===== src/rtl/lsu_pkg.sv =====
// Shared definitions for the load/store unit.
// Contents: bus widths, RV32I load/store funct3 codes, FSM state enum,
// registered bus-request payload struct and the legality/alignment helpers
// used at request acceptance.
package lsu_pkg;

    localparam int unsigned XLEN   = 32;
    localparam int unsigned NBYTES = XLEN / 8;

    localparam logic [2:0] F3_B  = 3'b000;
    localparam logic [2:0] F3_H  = 3'b001;
    localparam logic [2:0] F3_W  = 3'b010;
    localparam logic [2:0] F3_BU = 3'b100;
    localparam logic [2:0] F3_HU = 3'b101;

    typedef enum logic [1:0] {
        S_IDLE = 2'd0,
        S_REQ  = 2'd1,
        S_WAIT = 2'd2,
        S_RESP = 2'd3
    } lsu_state_e;

    // Request fields presented on the data-side bus while a transaction is pending.
    typedef struct packed {
        logic [XLEN-1:0]   addr;
        logic              we;
        logic [NBYTES-1:0] wstrb;
        logic [XLEN-1:0]   wdata;
    } lsu_mem_req_t;

    // Unsigned variants only exist for loads.
    function automatic logic lsu_f3_legal(input logic we, input logic [2:0] f3);
        logic ok;
        case (f3)
            F3_B, F3_H, F3_W: ok = 1'b1;
            F3_BU, F3_HU:     ok = ~we;
            default:          ok = 1'b0;
        endcase
        return ok;
    endfunction

    // Halfwords need an even address, words a word-aligned one.
    function automatic logic lsu_misaligned(input logic [2:0] f3, input logic [1:0] off);
        logic mis;
        case (f3)
            F3_H, F3_HU: mis = off[0];
            F3_W:        mis = (off != 2'b00);
            default:     mis = 1'b0;
        endcase
        return mis;
    endfunction

    function automatic logic lsu_access_ok(input logic we, input logic [2:0] f3,
                                           input logic [1:0] off);
        return lsu_f3_legal(we, f3) & ~lsu_misaligned(f3, off);
    endfunction

endpackage


===== src/rtl/lsu_if.sv =====
// Handshake bundle between the execute stage, the load/store unit and the
// data-memory bus.
// Core side : req_valid/req_ready/req_we/req_funct3/req_addr/req_wdata,
//             rsp_valid/rsp_ready/rsp_rdata/rsp_err
// Bus side  : mem_req_valid/mem_req_ready/mem_addr/mem_we/mem_wstrb/mem_wdata,
//             mem_rsp_valid/mem_rsp_ready/mem_rdata/mem_rsp_err
// slave  modport: the load/store unit itself.
// master modport: the surrounding core + bus that drive the unit.
interface lsu_if;
    import lsu_pkg::*;

    logic              req_valid;
    logic              req_ready;
    logic              req_we;
    logic [2:0]        req_funct3;
    logic [XLEN-1:0]   req_addr;
    logic [XLEN-1:0]   req_wdata;

    logic              rsp_valid;
    logic              rsp_ready;
    logic [XLEN-1:0]   rsp_rdata;
    logic              rsp_err;

    logic              mem_req_valid;
    logic              mem_req_ready;
    logic [XLEN-1:0]   mem_addr;
    logic              mem_we;
    logic [NBYTES-1:0] mem_wstrb;
    logic [XLEN-1:0]   mem_wdata;

    logic              mem_rsp_valid;
    logic              mem_rsp_ready;
    logic [XLEN-1:0]   mem_rdata;
    logic              mem_rsp_err;

    modport slave (
        input  req_valid, req_we, req_funct3, req_addr, req_wdata,
        input  rsp_ready,
        input  mem_req_ready, mem_rsp_valid, mem_rdata, mem_rsp_err,
        output req_ready, rsp_valid, rsp_rdata, rsp_err,
        output mem_req_valid, mem_addr, mem_we, mem_wstrb, mem_wdata, mem_rsp_ready
    );

    modport master (
        output req_valid, req_we, req_funct3, req_addr, req_wdata,
        output rsp_ready,
        output mem_req_ready, mem_rsp_valid, mem_rdata, mem_rsp_err,
        input  req_ready, rsp_valid, rsp_rdata, rsp_err,
        input  mem_req_valid, mem_addr, mem_we, mem_wstrb, mem_wdata, mem_rsp_ready
    );

endinterface


===== src/rtl/lsu_load_extract.sv =====
// Load data extraction: selects the addressed byte/halfword/word from the
// bus read word and sign- or zero-extends it to 32 bits.
// Ports:
//   i_funct3  in  3   load funct3 (B/H/W/BU/HU)
//   i_off     in  2   byte offset within the word
//   i_word    in  32  bus read word
//   o_data_c  out 32  extended load data (combinational)
module lsu_load_extract
    import lsu_pkg::*;
(
    input  logic [2:0]      i_funct3,
    input  logic [1:0]      i_off,
    input  logic [XLEN-1:0] i_word,
    output logic [XLEN-1:0] o_data_c
);

    logic [XLEN-1:0] w_shifted;

    // Move the addressed byte lane down to bit 0.
    assign w_shifted = i_word >> {i_off, 3'b000};

    always_comb begin
        o_data_c = w_shifted;
        case (i_funct3)
            F3_B:    o_data_c = {{24{w_shifted[7]}},  w_shifted[7:0]};
            F3_H:    o_data_c = {{16{w_shifted[15]}}, w_shifted[15:0]};
            F3_BU:   o_data_c = {24'd0, w_shifted[7:0]};
            F3_HU:   o_data_c = {16'd0, w_shifted[15:0]};
            default: o_data_c = w_shifted;
        endcase
    end

endmodule


===== src/rtl/lsu_ctrl.sv =====
// Load/store sequencing unit. Accepts one load or store at a time from the
// execute stage, rejects illegal or misaligned accesses without touching the
// bus, otherwise issues a single word-aligned bus transaction with byte
// strobes and returns extended load data or a store completion.
// Ports:
//   clk  in  system clock, rising edge
//   rst  in  asynchronous active-high reset
//   bus  lsu_if.slave  core request/response and data-bus handshakes
// All interface outputs are registered.
module lsu_ctrl
    import lsu_pkg::*;
(
    input  logic  clk,
    input  logic  rst,
    lsu_if.slave  bus
);

    lsu_state_e        r_state;
    logic              r_we;
    logic [2:0]        r_funct3;
    logic [1:0]        r_off;

    logic              r_req_ready;
    logic              r_rsp_valid;
    logic [XLEN-1:0]   r_rsp_rdata;
    logic              r_rsp_err;
    logic              r_mem_req_valid;
    logic              r_mem_rsp_ready;
    lsu_mem_req_t      r_mem;

    logic              w_accept;
    logic              w_access_ok;
    logic [NBYTES-1:0] w_wstrb;
    logic [XLEN-1:0]   w_wdata;
    logic [XLEN-1:0]   w_ld_data;

    assign w_accept    = bus.req_valid & r_req_ready;
    assign w_access_ok = lsu_access_ok(bus.req_we, bus.req_funct3, bus.req_addr[1:0]);

    // Store byte strobes and lane-replicated write data for the incoming request.
    always_comb begin
        w_wstrb = '0;
        w_wdata = bus.req_wdata;
        case (bus.req_funct3)
            F3_B: begin
                w_wstrb = 4'(4'b0001 << bus.req_addr[1:0]);
                w_wdata = {4{bus.req_wdata[7:0]}};
            end
            F3_H: begin
                w_wstrb = 4'(4'b0011 << bus.req_addr[1:0]);
                w_wdata = {2{bus.req_wdata[15:0]}};
            end
            F3_W: begin
                w_wstrb = 4'b1111;
                w_wdata = bus.req_wdata;
            end
            default: begin
                w_wstrb = '0;
                w_wdata = bus.req_wdata;
            end
        endcase
    end

    lsu_load_extract u_extract (
        .i_funct3 (r_funct3),
        .i_off    (r_off),
        .i_word   (bus.mem_rdata),
        .o_data_c (w_ld_data)
    );

    // Sequencer: IDLE -> (REQ -> WAIT ->) RESP -> IDLE, outputs registered.
    always_ff @(posedge clk or posedge rst) begin
        if (rst) begin
            r_state         <= S_IDLE;
            r_we            <= 1'b0;
            r_funct3        <= 3'd0;
            r_off           <= 2'd0;
            r_req_ready     <= 1'b1;
            r_rsp_valid     <= 1'b0;
            r_rsp_rdata     <= '0;
            r_rsp_err       <= 1'b0;
            r_mem_req_valid <= 1'b0;
            r_mem_rsp_ready <= 1'b0;
            r_mem           <= '0;
        end else begin
            case (r_state)
                S_IDLE: begin
                    if (w_accept) begin
                        r_we        <= bus.req_we;
                        r_funct3    <= bus.req_funct3;
                        r_off       <= bus.req_addr[1:0];
                        r_req_ready <= 1'b0;
                        r_mem.addr  <= {bus.req_addr[XLEN-1:2], 2'b00};
                        if (w_access_ok) begin
                            r_mem.we        <= bus.req_we;
                            r_mem.wstrb     <= bus.req_we ? w_wstrb : '0;
                            r_mem.wdata     <= bus.req_we ? w_wdata : '0;
                            r_mem_req_valid <= 1'b1;
                            r_state         <= S_REQ;
                        end else begin
                            // Rejected access: answer directly, never reach the bus.
                            r_mem.we    <= 1'b0;
                            r_mem.wstrb <= '0;
                            r_mem.wdata <= '0;
                            r_rsp_valid <= 1'b1;
                            r_rsp_err   <= 1'b1;
                            r_rsp_rdata <= '0;
                            r_state     <= S_RESP;
                        end
                    end
                end

                S_REQ: begin
                    if (bus.mem_req_ready) begin
                        r_mem_req_valid <= 1'b0;
                        r_mem_rsp_ready <= 1'b1;
                        r_state         <= S_WAIT;
                    end
                end

                S_WAIT: begin
                    if (bus.mem_rsp_valid) begin
                        r_mem_rsp_ready <= 1'b0;
                        r_rsp_valid     <= 1'b1;
                        r_rsp_err       <= bus.mem_rsp_err;
                        r_rsp_rdata     <= (r_we || bus.mem_rsp_err) ? '0 : w_ld_data;
                        r_state         <= S_RESP;
                    end
                end

                S_RESP: begin
                    if (bus.rsp_ready) begin
                        r_rsp_valid <= 1'b0;
                        r_rsp_err   <= 1'b0;
                        r_rsp_rdata <= '0;
                        r_req_ready <= 1'b1;
                        r_state     <= S_IDLE;
                    end
                end

                default: begin
                    r_req_ready     <= 1'b1;
                    r_rsp_valid     <= 1'b0;
                    r_mem_req_valid <= 1'b0;
                    r_mem_rsp_ready <= 1'b0;
                    r_state         <= S_IDLE;
                end
            endcase
        end
    end

    assign bus.req_ready     = r_req_ready;
    assign bus.rsp_valid     = r_rsp_valid;
    assign bus.rsp_rdata     = r_rsp_rdata;
    assign bus.rsp_err       = r_rsp_err;
    assign bus.mem_req_valid = r_mem_req_valid;
    assign bus.mem_rsp_ready = r_mem_rsp_ready;
    assign bus.mem_addr      = r_mem.addr;
    assign bus.mem_we        = r_mem.we;
    assign bus.mem_wstrb     = r_mem.wstrb;
    assign bus.mem_wdata     = r_mem.wdata;

endmodule


===== src/flat_wrapper.sv =====
// flat-port wrapper written by rule: the top's interface ports become plain ports
module lsu_ctrl_flat import lsu_pkg::*;
  (clk, rst, bus_req_valid, bus_req_we, bus_req_funct3, bus_req_addr, bus_req_wdata, bus_rsp_ready, bus_mem_req_ready, bus_mem_rsp_valid, bus_mem_rdata, bus_mem_rsp_err, bus_req_ready, bus_rsp_valid, bus_rsp_rdata, bus_rsp_err, bus_mem_req_valid, bus_mem_addr, bus_mem_we, bus_mem_wstrb, bus_mem_wdata, bus_mem_rsp_ready);
  lsu_if bus_i ();
  input  logic clk;
  input  logic rst;
  input wire logic [$bits(bus_i.req_valid)-1:0] bus_req_valid;
  input wire logic [$bits(bus_i.req_we)-1:0] bus_req_we;
  input wire logic [$bits(bus_i.req_funct3)-1:0] bus_req_funct3;
  input wire logic [$bits(bus_i.req_addr)-1:0] bus_req_addr;
  input wire logic [$bits(bus_i.req_wdata)-1:0] bus_req_wdata;
  input wire logic [$bits(bus_i.rsp_ready)-1:0] bus_rsp_ready;
  input wire logic [$bits(bus_i.mem_req_ready)-1:0] bus_mem_req_ready;
  input wire logic [$bits(bus_i.mem_rsp_valid)-1:0] bus_mem_rsp_valid;
  input wire logic [$bits(bus_i.mem_rdata)-1:0] bus_mem_rdata;
  input wire logic [$bits(bus_i.mem_rsp_err)-1:0] bus_mem_rsp_err;
  output wire logic [$bits(bus_i.req_ready)-1:0] bus_req_ready;
  output wire logic [$bits(bus_i.rsp_valid)-1:0] bus_rsp_valid;
  output wire logic [$bits(bus_i.rsp_rdata)-1:0] bus_rsp_rdata;
  output wire logic [$bits(bus_i.rsp_err)-1:0] bus_rsp_err;
  output wire logic [$bits(bus_i.mem_req_valid)-1:0] bus_mem_req_valid;
  output wire logic [$bits(bus_i.mem_addr)-1:0] bus_mem_addr;
  output wire logic [$bits(bus_i.mem_we)-1:0] bus_mem_we;
  output wire logic [$bits(bus_i.mem_wstrb)-1:0] bus_mem_wstrb;
  output wire logic [$bits(bus_i.mem_wdata)-1:0] bus_mem_wdata;
  output wire logic [$bits(bus_i.mem_rsp_ready)-1:0] bus_mem_rsp_ready;
  assign bus_i.req_valid = bus_req_valid;
  assign bus_i.req_we = bus_req_we;
  assign bus_i.req_funct3 = bus_req_funct3;
  assign bus_i.req_addr = bus_req_addr;
  assign bus_i.req_wdata = bus_req_wdata;
  assign bus_i.rsp_ready = bus_rsp_ready;
  assign bus_i.mem_req_ready = bus_mem_req_ready;
  assign bus_i.mem_rsp_valid = bus_mem_rsp_valid;
  assign bus_i.mem_rdata = bus_mem_rdata;
  assign bus_i.mem_rsp_err = bus_mem_rsp_err;
  assign bus_req_ready = bus_i.req_ready;
  assign bus_rsp_valid = bus_i.rsp_valid;
  assign bus_rsp_rdata = bus_i.rsp_rdata;
  assign bus_rsp_err = bus_i.rsp_err;
  assign bus_mem_req_valid = bus_i.mem_req_valid;
  assign bus_mem_addr = bus_i.mem_addr;
  assign bus_mem_we = bus_i.mem_we;
  assign bus_mem_wstrb = bus_i.mem_wstrb;
  assign bus_mem_wdata = bus_i.mem_wdata;
  assign bus_mem_rsp_ready = bus_i.mem_rsp_ready;
  lsu_ctrl u_core (.clk(clk), .rst(rst), .bus(bus_i));
endmodule

===== config.mk =====
export PLATFORM = sky130hd
export DESIGN_NAME = lsu_ctrl_flat
export DESIGN_NICKNAME = d
export VERILOG_FILES = /design/src/rtl/lsu_pkg.sv /design/src/rtl/lsu_if.sv /design/src/rtl/lsu_load_extract.sv /design/src/rtl/lsu_ctrl.sv /design/src/flat_wrapper.sv
export SDC_FILE = /design/constraint.sdc
export NUM_CORES = 1
export LEC_CHECK = 0
export ABC_AREA = 1
export BUFFER_PORTS_ARGS = -buffer_cell sky130_fd_sc_hd__clkbuf_2
export CAP_MARGIN = 0
export CORE_MARGIN = 3
export CORE_UTILIZATION = 32
export CTS_CLUSTER_SIZE = 40
export DETAILED_ROUTE_END_ITERATION = 16
export MAX_ROUTING_LAYER = met4
export PLACE_DENSITY = 0.55
export SYNTH_ARGS = -nofsm -noshare
export SYNTH_HDL_FRONTEND = slang
export SYNTH_SLANG_ARGS = --single-unit

===== constraint.sdc =====
create_clock -name clk -period 4.85 [get_ports clk]
set_input_delay 0.97 -clock clk [delete_from_list [all_inputs] [get_ports clk]]
set_output_delay 0.97 -clock clk [all_outputs]
set_load 0.01 [all_outputs]

Word-level counts from Yosys, hierarchy flattened. Index checks and enable logic that the tools add are counted.

Bitwise gates (word level): 4. Multiplexer cells: 37. Equality and inequality tests: 16. Reduce and logical (&&, ||, !) cells: 18. Shifts and indexed selects: 3.

Operator list (count): $mux W32 (6); $pmux W32 S4 (1); $pmux W32 S3 (1); $pmux W32 S2 (1); $mux W37 (1); $shr A32 B5 Y32 (1); $eq A3 B3 Y1 const B (4); $mux W1 (12); $pmux W4 S3 (1); $mux W2 (5); $pmux W1 S2 (5); $ne A2 B2 Y1 const B (4); $pmux W2 S4 (1); $reduce_and A4 Y1 (2); $reduce_bool A2 Y1 (4); $eq A3 B1 Y1 const B (2); $logic_not A3 Y1 (2); $pmux W1 S3 (2); $reduce_and A3 Y1 (2); $reduce_and A5 Y1 (1); $eq A2 B2 Y1 const B (2); $mux W4 (1); $ne A2 B1 Y1 const B (2); $reduce_or A2 Y1 (2); 11 further kinds (13).

Bits of input ports: 107. Bits in registers: 112. Word-level logic and storage cells: 92.

Depth between registers and ports, before layout. Gate-level depths: netlist of run 1.

Depth after elaboration: 8. Gate-level depth with buffers: 10. Depth with buffers taken out: 9.

Modules after synthesis. From an unflattened synthesis of run 1, not the netlist that was laid out.

Cells, all modules: 769. Area, all modules: 5909.4 sq um.

By module, submodules not included: lsu_ctrl (cells an instance 611, area each 4988.5 sq um, instances 1); lsu_load_extract (cells an instance 158, area each 920.9 sq um, instances 1).

Worst setup path before layout of run 1. No wires, ideal clock.

Path type: input-to-reg. Start point: input port bus_rsp_ready. End point: register u_core.r_rsp_rdata[10] (netlist: u_core.bus.rsp_rdata[10]). Slack: 2970 ps. Setup time: 128 ps. Arrival time: 1752 ps. Cell stages on the path: 5. Cells stage by stage: or2_2 -> nand2_1 -> nor2_4 -> nand3_1 -> o21ai_1.

Longest elaborated chain between the ends: 2.

Ends and longest elaborated chain: start: declaration (RTL line flat_wrapper.sv:12) `input wire logic [$bits(bus_i.rsp_ready)-1:0] bus_rsp_ready;`; $ne A2 B2 Y1 (no line); $reduce_and A5 Y1 (no line); end signal: assignment (RTL line lsu_ctrl.sv:126) `r_rsp_rdata <= (r_we || bus.mem_rsp_err) ? '0 : w_ld_data;`; end: declaration (RTL line lsu_ctrl.sv:25) `logic [XLEN-1:0] r_rsp_rdata;`.

Every way passes these cells. A chain may end at the register's enable or synchronous reset.

Final worst setup path of run 1.
Start point: register u_core.r_state[0]. End point: register u_core.r_mem (netlist bit u_core.bus.mem_addr[14]).

Longest elaborated chain between the ends: 2.

Ends and longest elaborated chain: start: declaration (RTL line lsu_ctrl.sv:18) `lsu_state_e r_state;`; start signal: assignment (RTL line lsu_ctrl.sv:74) `r_state <= S_IDLE;`; start signal: assignment (RTL line lsu_ctrl.sv:99) `r_state <= S_REQ;`; start signal: assignment (RTL line lsu_ctrl.sv:108) `r_state <= S_RESP;`; $logic_not A2 Y1 (RTL line lsu_ctrl.sv:86) `case (r_state)`; $reduce_and A2 Y1 (no line); end: declaration (RTL line lsu_ctrl.sv:29) `lsu_mem_req_t r_mem;`.

Every way passes these cells.

==> results of run 1 <==
[cell families after synthesis]
family          Yosys count  share of synthesized area
compound gates          136                      0.139
buf+inv                  99                     0.0762
other cells               1                   0.000670
simple gates            360                      0.274
flops                   112                      0.501
fa+ha+maj                 4                    0.00894
[where the power goes]
group / internal [mW] / leakage (nW) / switching [mW]
Sequential: 1.31 / 1.48 / 0.271
Clock: 0.371 / 0.139 / 0.373
Combinational: 0.662 / 2.29 / 1.24
[layout make-up]
type,instances,area share
Tap cell,220,0.0390
Sequential cell,112,0.398
Clock buffer,10,0.0339
Inverter,57,0.0307
Multi-Input combinational cell,502,0.337
Clock inverter,6,0.00728
Timing Repair Buffer,215,0.154
[routing by layer]
metal	global-route usage	wire (um)
met1	0.249	8070
met2	0.275	7590
met3	0.0521	1300
met4	0.0484	201
met5	-	0
[layout by cell type (no fill, tap or decap)]
cell,netlist,final
nand2_1,256,256
clkbuf_2,0,210
dfrtp_1,111,111
nand3_1,62,62
inv_1,51,50
o21ai_0,46,46
o21ai_1,43,43
nor2_1,19,18
a21oi_1,16,16
o21ai_2,10,10
clkbuf_16,0,9
o221ai_1,8,8
o31ai_1,7,7
nand4_1,7,7
inv_2,6,6
nand3_2,5,5
buf_4,6,5
ha_1,4,4
or2_2,3,3
nand2_2,2,2
nor2_2,1,2
a31oi_1,2,2
nor2_4,2,2
nand2_4,2,2
o21bai_1,2,2
conb_1,1,2
clkinvlp_4,0,2
inv_8,0,2
nand3_4,1,1
inv_4,0,1
o21a_1,1,1
o211ai_1,1,1
clkbuf_8,0,1
clkinv_2,0,1
clkinv_4,0,1
dfstp_2,1,1
[sequential cells by signal, summed over array words and instances, names as in the netlist]
signal / flops
u_core.bus.mem_addr: 30
u_core.bus.mem_req_valid: 1
u_core.bus.mem_rsp_ready: 1
u_core.bus.mem_wdata: 32
u_core.bus.mem_we: 1
u_core.bus.mem_wstrb: 4
u_core.bus.req_ready: 1
u_core.bus.rsp_err: 1
u_core.bus.rsp_rdata: 32
u_core.bus.rsp_valid: 1
u_core.r_funct3: 3
u_core.r_off: 2
u_core.r_state: 2
u_core.r_we: 1
[tightest hold or removal path: stages (launching register included)]
cell and delay, ps:
dfrtp_1 350, nand2_1 50, nand2_1 40
[worst max path at each step]
stage                      startpoint                 endpoint  slack [ps]  cells past startpoint
floorplan                         rst  u_core.bus.mem_addr[10]         920                      1
global placement        bus_req_valid     u_core.bus.req_ready        1900                      7
detailed placement      bus_req_valid  u_core.bus.mem_addr[14]        1910                      6
CTS                 u_core.r_state[0]  u_core.bus.mem_addr[14]        2140                      7
global route        u_core.r_state[0]     u_core.bus.req_ready        1880                      8
finish              u_core.r_state[0]  u_core.bus.mem_addr[14]        2220                      7
==> summary.md, run 1 <==
| Metric | Value |
|---|---|
| Status | `finished, final reports clean` |
| # rows | `47` |
| Postcts setup bufs | `0` |
| Highest-delay cell along the critical path | `inv_1` |
| Synth warnings | `0` |
| Final period util | `0.541` |
| Dpl hpwl | `12.3 mm` |
| Clk_lat worst skew | `~350 ps` |
| Routed wire length | `17.2 mm` |
| Final instance area | `7050 um2` |
| R2R Path Start | `u_core.r_state[0]` |
| Pins Over Slew Limit | `0` |
| Post-synth top cells | `256 x nand2_1, 111 x dfrtp_1, 62 x nand3_1` |
| Via Count | `5312` |
| CP peak stage delay | `roughly 670 ps` |
| Reg clk slew, reported paths | `80 ps` |
| Die Ht | `138 um` |
| Worst Reg-to-Reg Cells | `7` |
| Crit path launch type | `flop` |
| Placed cells | `1106` |
| ANT cells | `0` |
| # fillers | `1780` |
| Largest net degree at the start of global routing | `79` |
| Final hold slack | `482 ps` |
| Starting DRT DRC Count | `333` |
| Core Util, Final | `0.418` |
| Final hold vios | `0` |
| Synthesized area | `roughly 5600 um2` |
| First-pass GRT wire length | `between 20 and 30 mm` |
| Synth unique cells | `32` |
| Async SR Flop Fraction | `1.00` |
| Initial Util | `0.332` |
| Post-synth top flop | `dfrtp_1` |
| Reg-to-reg endpoint | `u_core.bus.mem_addr[14]` |
| Dominant cell type by area after synthesis | `dfrtp_1` |
| CP top delay family | `buffers and inverters` |
| Final WS setup | `2220 ps` |
| Die area | `19100 um2` |
| Highest Clock Rate | `between 300 and 400 MHz` |
| Crit path time final | `2630 ps` |
| Port buffer count | `210` |
| IO Pins | `around 210` |
| Buffers and inverters on the worst path | `3` |
| Remaining antenna violation count after routing | `0` |
| Hold Path Class | `flop to flop` |
| RSZ-0062 raised after global routing | `false` |
| Cell Pwr Density | `around 600 nW/um2` |
| #FFs+latches synth | `roughly 110` |
| Max Cap Viol | `0` |
| Non-filler cells, final | `1122` |
| Cells along the critical path | `inv_1 -> ha_1 -> nand3_2 -> buf_4 -> inv_1 -> nand2_1 -> nand2_1` |
| Worst slew pin tran | `957 ps` |
| Sequential-to-total area share from yosys stat | `0.501` |
| Core outline area | `about 17000 um2` |
| Largest cells by area after synthesis | `dfrtp_1 50%, nand2_1 17%, nand3_1 5.5%, o21ai_0 4.1%, o21ai_1 3.8%` |
| Hold Startpoint | `u_core.bus.mem_req_valid` |
| Leakage | `3.90 nW` |
| Worst slew margin | `0.361` |
| GRT Total Usage | `0.185` |
| Register area | `2800 um2` |
| Hold Path Cell Cnt | `2` |
| Area of the multi-input gates | `2370 um2` |
| Layout area overhead | `25.9%` |
| Top-area cell type share of the netlist area | `0.496` |
| Peak VDD IR | `about 0.28 mV` |
| Vias per cell | `~4.7` |
| Total power | `about 4.2 mW` |
| CTS tree | `done` |
| Avg WL per Cell | `15.3 um` |
| Most frequent cell after synthesis | `nand2_1` |
| Avg Inst Size Synth | `7.86 um2` |
| Cells after synthesis | `approximately 700` |
| CTS Sinks | `112` |
| Num CTS Buffers | `9` |
| Maximum clock insertion buffer count | `2` |
| Number of synthesized flops with an enable pin | `0` |
| Post-cts hold buffer count | `0` |
| Total gr overflow | `0` |
| Critical path class | `flop to flop` |
| Detailed-router iteration count before antenna repair | `5` |
| CTS root buf | `clkbuf_16` |
| Layout cells sized above 1 | `0.295` |
| Critical Path RT | `5090 ps` |
| Number of global-route vias before repair | `5300` |
| CTS resizes | `0` |
| Pre-CTS worst setup slack | `1910 ps` |
| CTS H-Tree Depth | `3` |
| Setup_tns | `0 ps` |
| Initial antenna violation count | `0` |
| Fin nets | `1008` |
| Post-DP Area | `just under 7000 um2` |
| Arr. time, crit path | `around 2900 ps` |
| Final Skew | `6.19 ps` |
| Worst Setup End Kind | `flop` |
| Final setup fails | `0` |
| Die Width | `138 um` |
| Gpl congestion | `~0.90` |
| Flop2flop setup slack | `2220 ps` |
| Crit-path max FO | `78` |
| DRC violations left | `0` |
| Hold worst-path end | `u_core.bus.mem_req_valid` |
(Power assumes the default switching activity.)
==> run 2: changes to the inputs <==
==> constraint.sdc (replaced) <==
create_clock -name clk -period 2.5 [get_ports clk]
set_input_delay 0.5 -clock clk [delete_from_list [all_inputs] [get_ports clk]]
set_output_delay 0.5 -clock clk [all_outputs]
set_load 0.01 [all_outputs]
==> run 2 against run 1 <==
Net effect: critical path depth grew 1; hold slack lost 190 ps; utilization increased by 0.47 points; fmax grew 20%; combinational power is 100% higher; highest routed layer unchanged.
==> summary.md, run 2 (synthesis gave the netlist of run 1 again) <==
| Metric | Value |
|---|---|
| Detailed-router iteration count before antenna repair | `6` |
| Avg WL per Cell | `15.1 um` |
| Post-cts hold buffer count | `0` |
| Total power | `8.24 mW` |
| Leakage | `3.95 nW` |
| Num CTS Buffers | `9` |
| Arr. time, crit path | `2420 ps` |
| Worst slew pin tran | `782 ps` |
| Die Width | `138 um` |
| Port buffer count | `210` |
| Crit path launch type | `flop` |
| Highest Clock Rate | `457 MHz` |
| Die area | `19100 um2` |
| Pins Over Slew Limit | `0` |
| Most common cell after layout, fill and taps aside | `nand2_1` |
| Peak VDD IR | `roughly 0.52 mV` |
| CTS root buf | `clkbuf_16` |
| Cell Pwr Density | `1160 nW/um2` |
| Critical path class | `flop to flop` |
| Worst slew margin | `0.479` |
| Largest net degree at the start of global routing | `113` |
| Most frequent cells in the layout | `256 x nand2_1, 210 x clkbuf_2, 111 x dfrtp_1` |
| Setup_tns | `0 ps` |
| Starting DRT DRC Count | `416` |
| Final hold vios | `0` |
| Layout area overhead | `27.3%` |
| Remaining antenna violation count after routing | `0` |
| Initial antenna violation count | `0` |
| Postcts setup bufs | `0` |
| CTS tree | `done` |
| Gpl congestion | `slightly below 0.9` |
| RSZ-0062 raised after global routing | `false` |
| Dpl hpwl | `12.4 mm` |
| Routed wire length | `17.1 mm` |
| Hold Path Class | `primary input to async pin` |
| Worst Reg-to-Reg Cells | `8` |
| Total gr overflow | `0` |
| Clk_lat worst skew | `~360 ps` |
| Initial Util | `0.332` |
| Final setup fails | `0` |
| ANT cells | `0` |
| Reg clk slew, reported paths | `70 ps` |
| Final WS setup | `just over 300 ps` |
| Maximum clock insertion buffer count | `2` |
| Vias per cell | `4.80` |
| Final period util | `0.875` |
| Status | `finished, final reports clean` |
| # rows | `47` |
| GRT Total Usage | `0.185` |
| Layout cells sized above 1 | `0.304` |
| Final Skew | `8.00 ps` |
| Cells along the critical path | `inv_1 -> ha_1 -> nand2_1 -> nand2_1 -> nor2_4 -> nand2_4 -> nand2_1 -> o21ai_2` |
| Highest-delay cell along the critical path | `nor2_4` |
| IO Pins | `approximately 210` |
| CTS H-Tree Depth | `3` |
| DRC violations left | `0` |
| Number of global-route vias before repair | `roughly 5300` |
| CP peak stage delay | `about 490 ps` |
| Max Cap Viol | `0` |
| Worst Setup End Kind | `flop` |
| Pre-CTS worst setup slack | `about 210 ps` |
| Core outline area | `16900 um2` |
| Fin nets | `1019` |
| CP most frequent cell | `nand2_1` |
| First-pass GRT wire length | `about 28 mm` |
| Crit-path max FO | `36` |
| Critical Path RT | `about 2700 ps` |
| CTS Sinks | `~110` |
| Crit path time final | `around 2200 ps` |
| Die Ht | `138 um` |
| Via Count | `5433` |
==> run 2: final cells by class <==
| cell class | instances | area, um2 |
|---|---|---|
| clock buffer | 9 | 225 |
| clock inverter | 6 | 43.8 |
| fill | 1714 | 9750 |
| inverter | 57 | 218 |
| multi-input combinational | 502 | 2380 |
| sequential | 112 | 2800 |
| tap | 220 | 275 |
| timing repair buffer | 226 | 1180 |
==> run 2: repair_timing <==
action                                  4_1_cts  5_1_grt
endpoints found under the setup margin        0        2
hold endpoints to repair                      0        0
resized for setup                             0        1
==> run 2: path summary, 6_finish.rpt <==
path                                     startpoint                  endpoint  slack [ps]
hold / removal                                  rst  u_core.bus.mem_wdata[22]         290
min in group clk                   bus_req_addr[26]   u_core.bus.mem_addr[26]         340
setup / recovery                  u_core.r_state[0]  u_core.bus.rsp_rdata[20]         310
setup reg to reg                  u_core.r_state[0]  u_core.bus.rsp_rdata[20]         310
max in group asynchronous                       rst  u_core.bus.mem_req_valid        1730
hold reg to reg            u_core.bus.mem_req_valid  u_core.bus.mem_req_valid         480
==> run 2: power by group <==
part | leakage [nW] | internal (mW) | switching, mW
Combinational | 2.34 | 1.37 | 2.48
Clock | 0.132 | 0.678 | 0.694
Sequential | 1.48 | 2.55 | 0.469
Total | 3.95 | 4.59 | 3.64
==> run 2: through the flow <==
| step | area, um2 | hold slack (ps) | instances | utilization |
|---|---|---|---|---|
| after floorplan | 5610 | 453 | 713 | - |
| after global placement | 6860 | 463 | 1117 | 0.406 |
| after detailed placement | 6860 | 465 | 1117 | 0.406 |
| after CTS | 7120 | 328 | 1132 | 0.422 |
| after global routing | 7130 | 331 | 1132 | 0.422 |
| final | 7130 | 290 | 1132 | 0.422 |
==> run 2: critical path, delay by kind of cell (launching register included) <==
| family | cells | cell delay (ps) |
|---|---|---|
| buffers and inverters | 1 | 80 |
| AND/OR/NAND/NOR | 5 | 1240 |
| AO/OA/AOI/OAI | 1 | 60 |
| adder cells (fa/ha/maj) | 1 | 290 |
| flip-flops | 1 | 380 |
==> run 2: metal layers <==
metal,up-vias,share of wire,GRT usage
met2,217,0.46,0.275
met5,-,0,-
li1,2689,-,-
met1,2510,0.44,0.247
met4,0,0.013,0.0577
met3,17,0.086,0.0497
==> run 3: changes to the inputs <==
--- a/config.mk
+++ b/config.mk
@@ -8,12 +8,15 @@
 export ABC_AREA = 1
 export BUFFER_PORTS_ARGS = -buffer_cell sky130_fd_sc_hd__clkbuf_2
 export CAP_MARGIN = 0
+export CELL_PAD_IN_SITES_DETAIL_PLACEMENT = 2
+export CELL_PAD_IN_SITES_GLOBAL_PLACEMENT = 2
 export CORE_MARGIN = 3
-export CORE_UTILIZATION = 32
+export CORE_UTILIZATION = 27
 export CTS_CLUSTER_SIZE = 40
 export DETAILED_ROUTE_END_ITERATION = 16
 export MAX_ROUTING_LAYER = met4
-export PLACE_DENSITY = 0.55
+export PLACE_DENSITY = 0.79
+export SETUP_SLACK_MARGIN = 0.02
 export SYNTH_ARGS = -nofsm -noshare
 export SYNTH_HDL_FRONTEND = slang
 export SYNTH_SLANG_ARGS = --single-unit
==> run 3 against run 2 <==
Net effect: combinational power rose by 3%; clock skew rose by 2.5 ps; utilization fell by 6.6 points; final area rose by 1.6%; setup slack improved by 250 ps; critical endpoint is now u_core.bus.rsp_rdata[7]; sequential share of layout area fell by 0.60 points.
==> summary.md, run 3 (synthesis gave the netlist of run 1 again) <==
| Metric | Value |
|---|---|
| Status | `finished, final reports clean` |
| Core Util, Final | `0.357` |
| Setup_tns | `0 ps` |
| Initial antenna violation count | `2` |
| Leakage | `about 4.0 nW` |
| Routed wire length | `roughly 20 mm` |
| Avg WL per Cell | `17.2 um` |
| Internal power | `4.65 mW` |
| Number of global-route vias before repair | `6019` |
| Most used routing layer | `met2` |
| Max Cap Viol | `0` |
| Arr. time, crit path | `2220 ps` |
| Placed cells | `1168` |
| Final hold slack | `123 ps` |
| # rows | `52` |
| Die Ht | `150 um` |
| Vias per cell | `4.72` |
| Layout area overhead | `29.3%` |
| Clock network fraction of total power | `0.176` |
| CTS Sinks | `around 110` |
| CTS root buf | `clkbuf_16` |
| Num CTS Buffers | `9` |
| Starting DRT DRC Count | `186` |
| Final instance area | `about 7200 um2` |
| Most common cell after layout, fill and taps aside | `nand2_1` |
| Reg clk slew, reported paths | `90 ps` |
| Met1 usage | `0.231` |
| Most frequent cells in the layout | `256 x nand2_1, 210 x clkbuf_2, 111 x dfrtp_1` |
| Sw Pwr | `3.82 mW` |
| Port buffer count | `210` |
| Register share of total power | `0.358` |
| Total gr overflow | `0` |
| Sw Share | `0.451` |
| Final hold vios | `0` |
| Crit-path max FO | `9` |
| Cell Pwr Density | `1170 nW/um2` |
| CTS resizes | `0` |
| Pins Over Slew Limit | `0` |
| CTS tree | `done` |
| Worst slew pin tran | `664 ps` |
| Detailed-router iteration count before antenna repair | `4` |
| Die area | `22500 um2` |
| Post-DP Area | `6940 um2` |
| Fin nets | `1020` |
| Dpl hpwl | `roughly 16 mm` |
| Grt met3 use | `0.0621` |
| Critical Path RT | `2770 ps` |
| CTS H-Tree Depth | `3` |
| Final setup fails | `0` |
| Gpl congestion | `0.845` |
| Final period util | `0.777` |
| Maximum clock insertion buffer count | `2` |
| Flop2flop setup slack | `560 ps` |
| Postcts setup bufs | `0` |
| Remaining antenna violation count after routing | `0` |
| Critical path class | `flop to flop` |
| Post-cts hold buffer count | `0` |
| IO Pins | `213` |
| Die Width | `150 um` |
| GRT Total Usage | `0.191` |
| Crit path time final | `1940 ps` |
| Core outline area | `20300 um2` |
| Non-filler cells, final | `about 1200` |
| Highest Clock Rate | `515 MHz` |
| Met2 GRT Util | `0.311` |
| Layout cells sized above 1 | `0.304` |
| Worst slew margin | `0.557` |
| Worst Setup End Kind | `flop` |
| DRC violations left | `0` |
| Clk_lat worst skew | `roughly 360 ps` |
| Initial Util | `0.276` |
| First-pass GRT wire length | `32.6 mm` |
| Via Count | `5593` |
| Final Skew | `10.5 ps` |
| RSZ-0062 raised after global routing | `false` |
| Gate power share | `0.465` |
| Peak VDD IR | `around 0.45 mV` |
| Hold Path Class | `primary input to async pin` |
| Crit path launch type | `flop` |
| Largest net degree at the start of global routing | `52` |
## run 3: area by class of cell
class                           count  area [um2]
Fill cell                        2430       13100
Sequential cell                   112        2800
Multi-Input combinational cell    502        2370
Timing Repair Buffer              227        1200
Tap cell                          270         338
Clock buffer                       10         239
Inverter                           57         218
Clock inverter                      6        58.8
Antenna cell                        2        5.00
## run 3: metrics by stage
stage | total power [mW] | setup slack [ps]
after global routing | 9.27 | 346
after CTS | 8.66 | 499
after global placement | 6.97 | 629
after floorplan | 5.54 | 643
after detailed placement | 7.12 | 554
final | 8.48 | 557
## run 3: power groups by stage
stage                     registers [mW]  clock network, mW  logic [mW]
after floorplan                     3.27                  0        2.27
after global placement              3.06                  0        3.91
after detailed placement            3.07                  0        4.05
after CTS                           3.06               1.54        4.06
after global routing                3.16               1.62        4.49
final                               3.04               1.49        3.94
## run 3: final timing paths
check                      cells past startpoint                  endpoint                      from
max in group asynchronous                      3      u_core.bus.req_ready                       rst
setup / recovery                               7   u_core.bus.rsp_rdata[7]         u_core.r_state[0]
min in group clk                               3   u_core.bus.mem_addr[10]          bus_req_addr[10]
hold reg to reg                                2  u_core.bus.mem_req_valid  u_core.bus.mem_req_valid
hold / removal                                 2  u_core.bus.mem_wdata[15]                       rst
setup reg to reg                               7   u_core.bus.rsp_rdata[7]         u_core.r_state[0]
## run 3: layer usage
layer / vias to the layer above / wire length (um) / part of all wire
li1: 2699 / - / -
met1: 2722 / 8720 / 0.43
met2: 159 / 9730 / 0.48
met3: 13 / 1750 / 0.086
met4: 0 / 216 / 0.011
met5: - / 0 / 0
## run 3: critical path, stage by stage, from the launching register on
cell and delay, ps:
dfrtp_1 390, inv_1 90, ha_1 290, nand2_1 130, nand2_1 130, nor2_4 220, nand3_1 350, o21ai_1 260
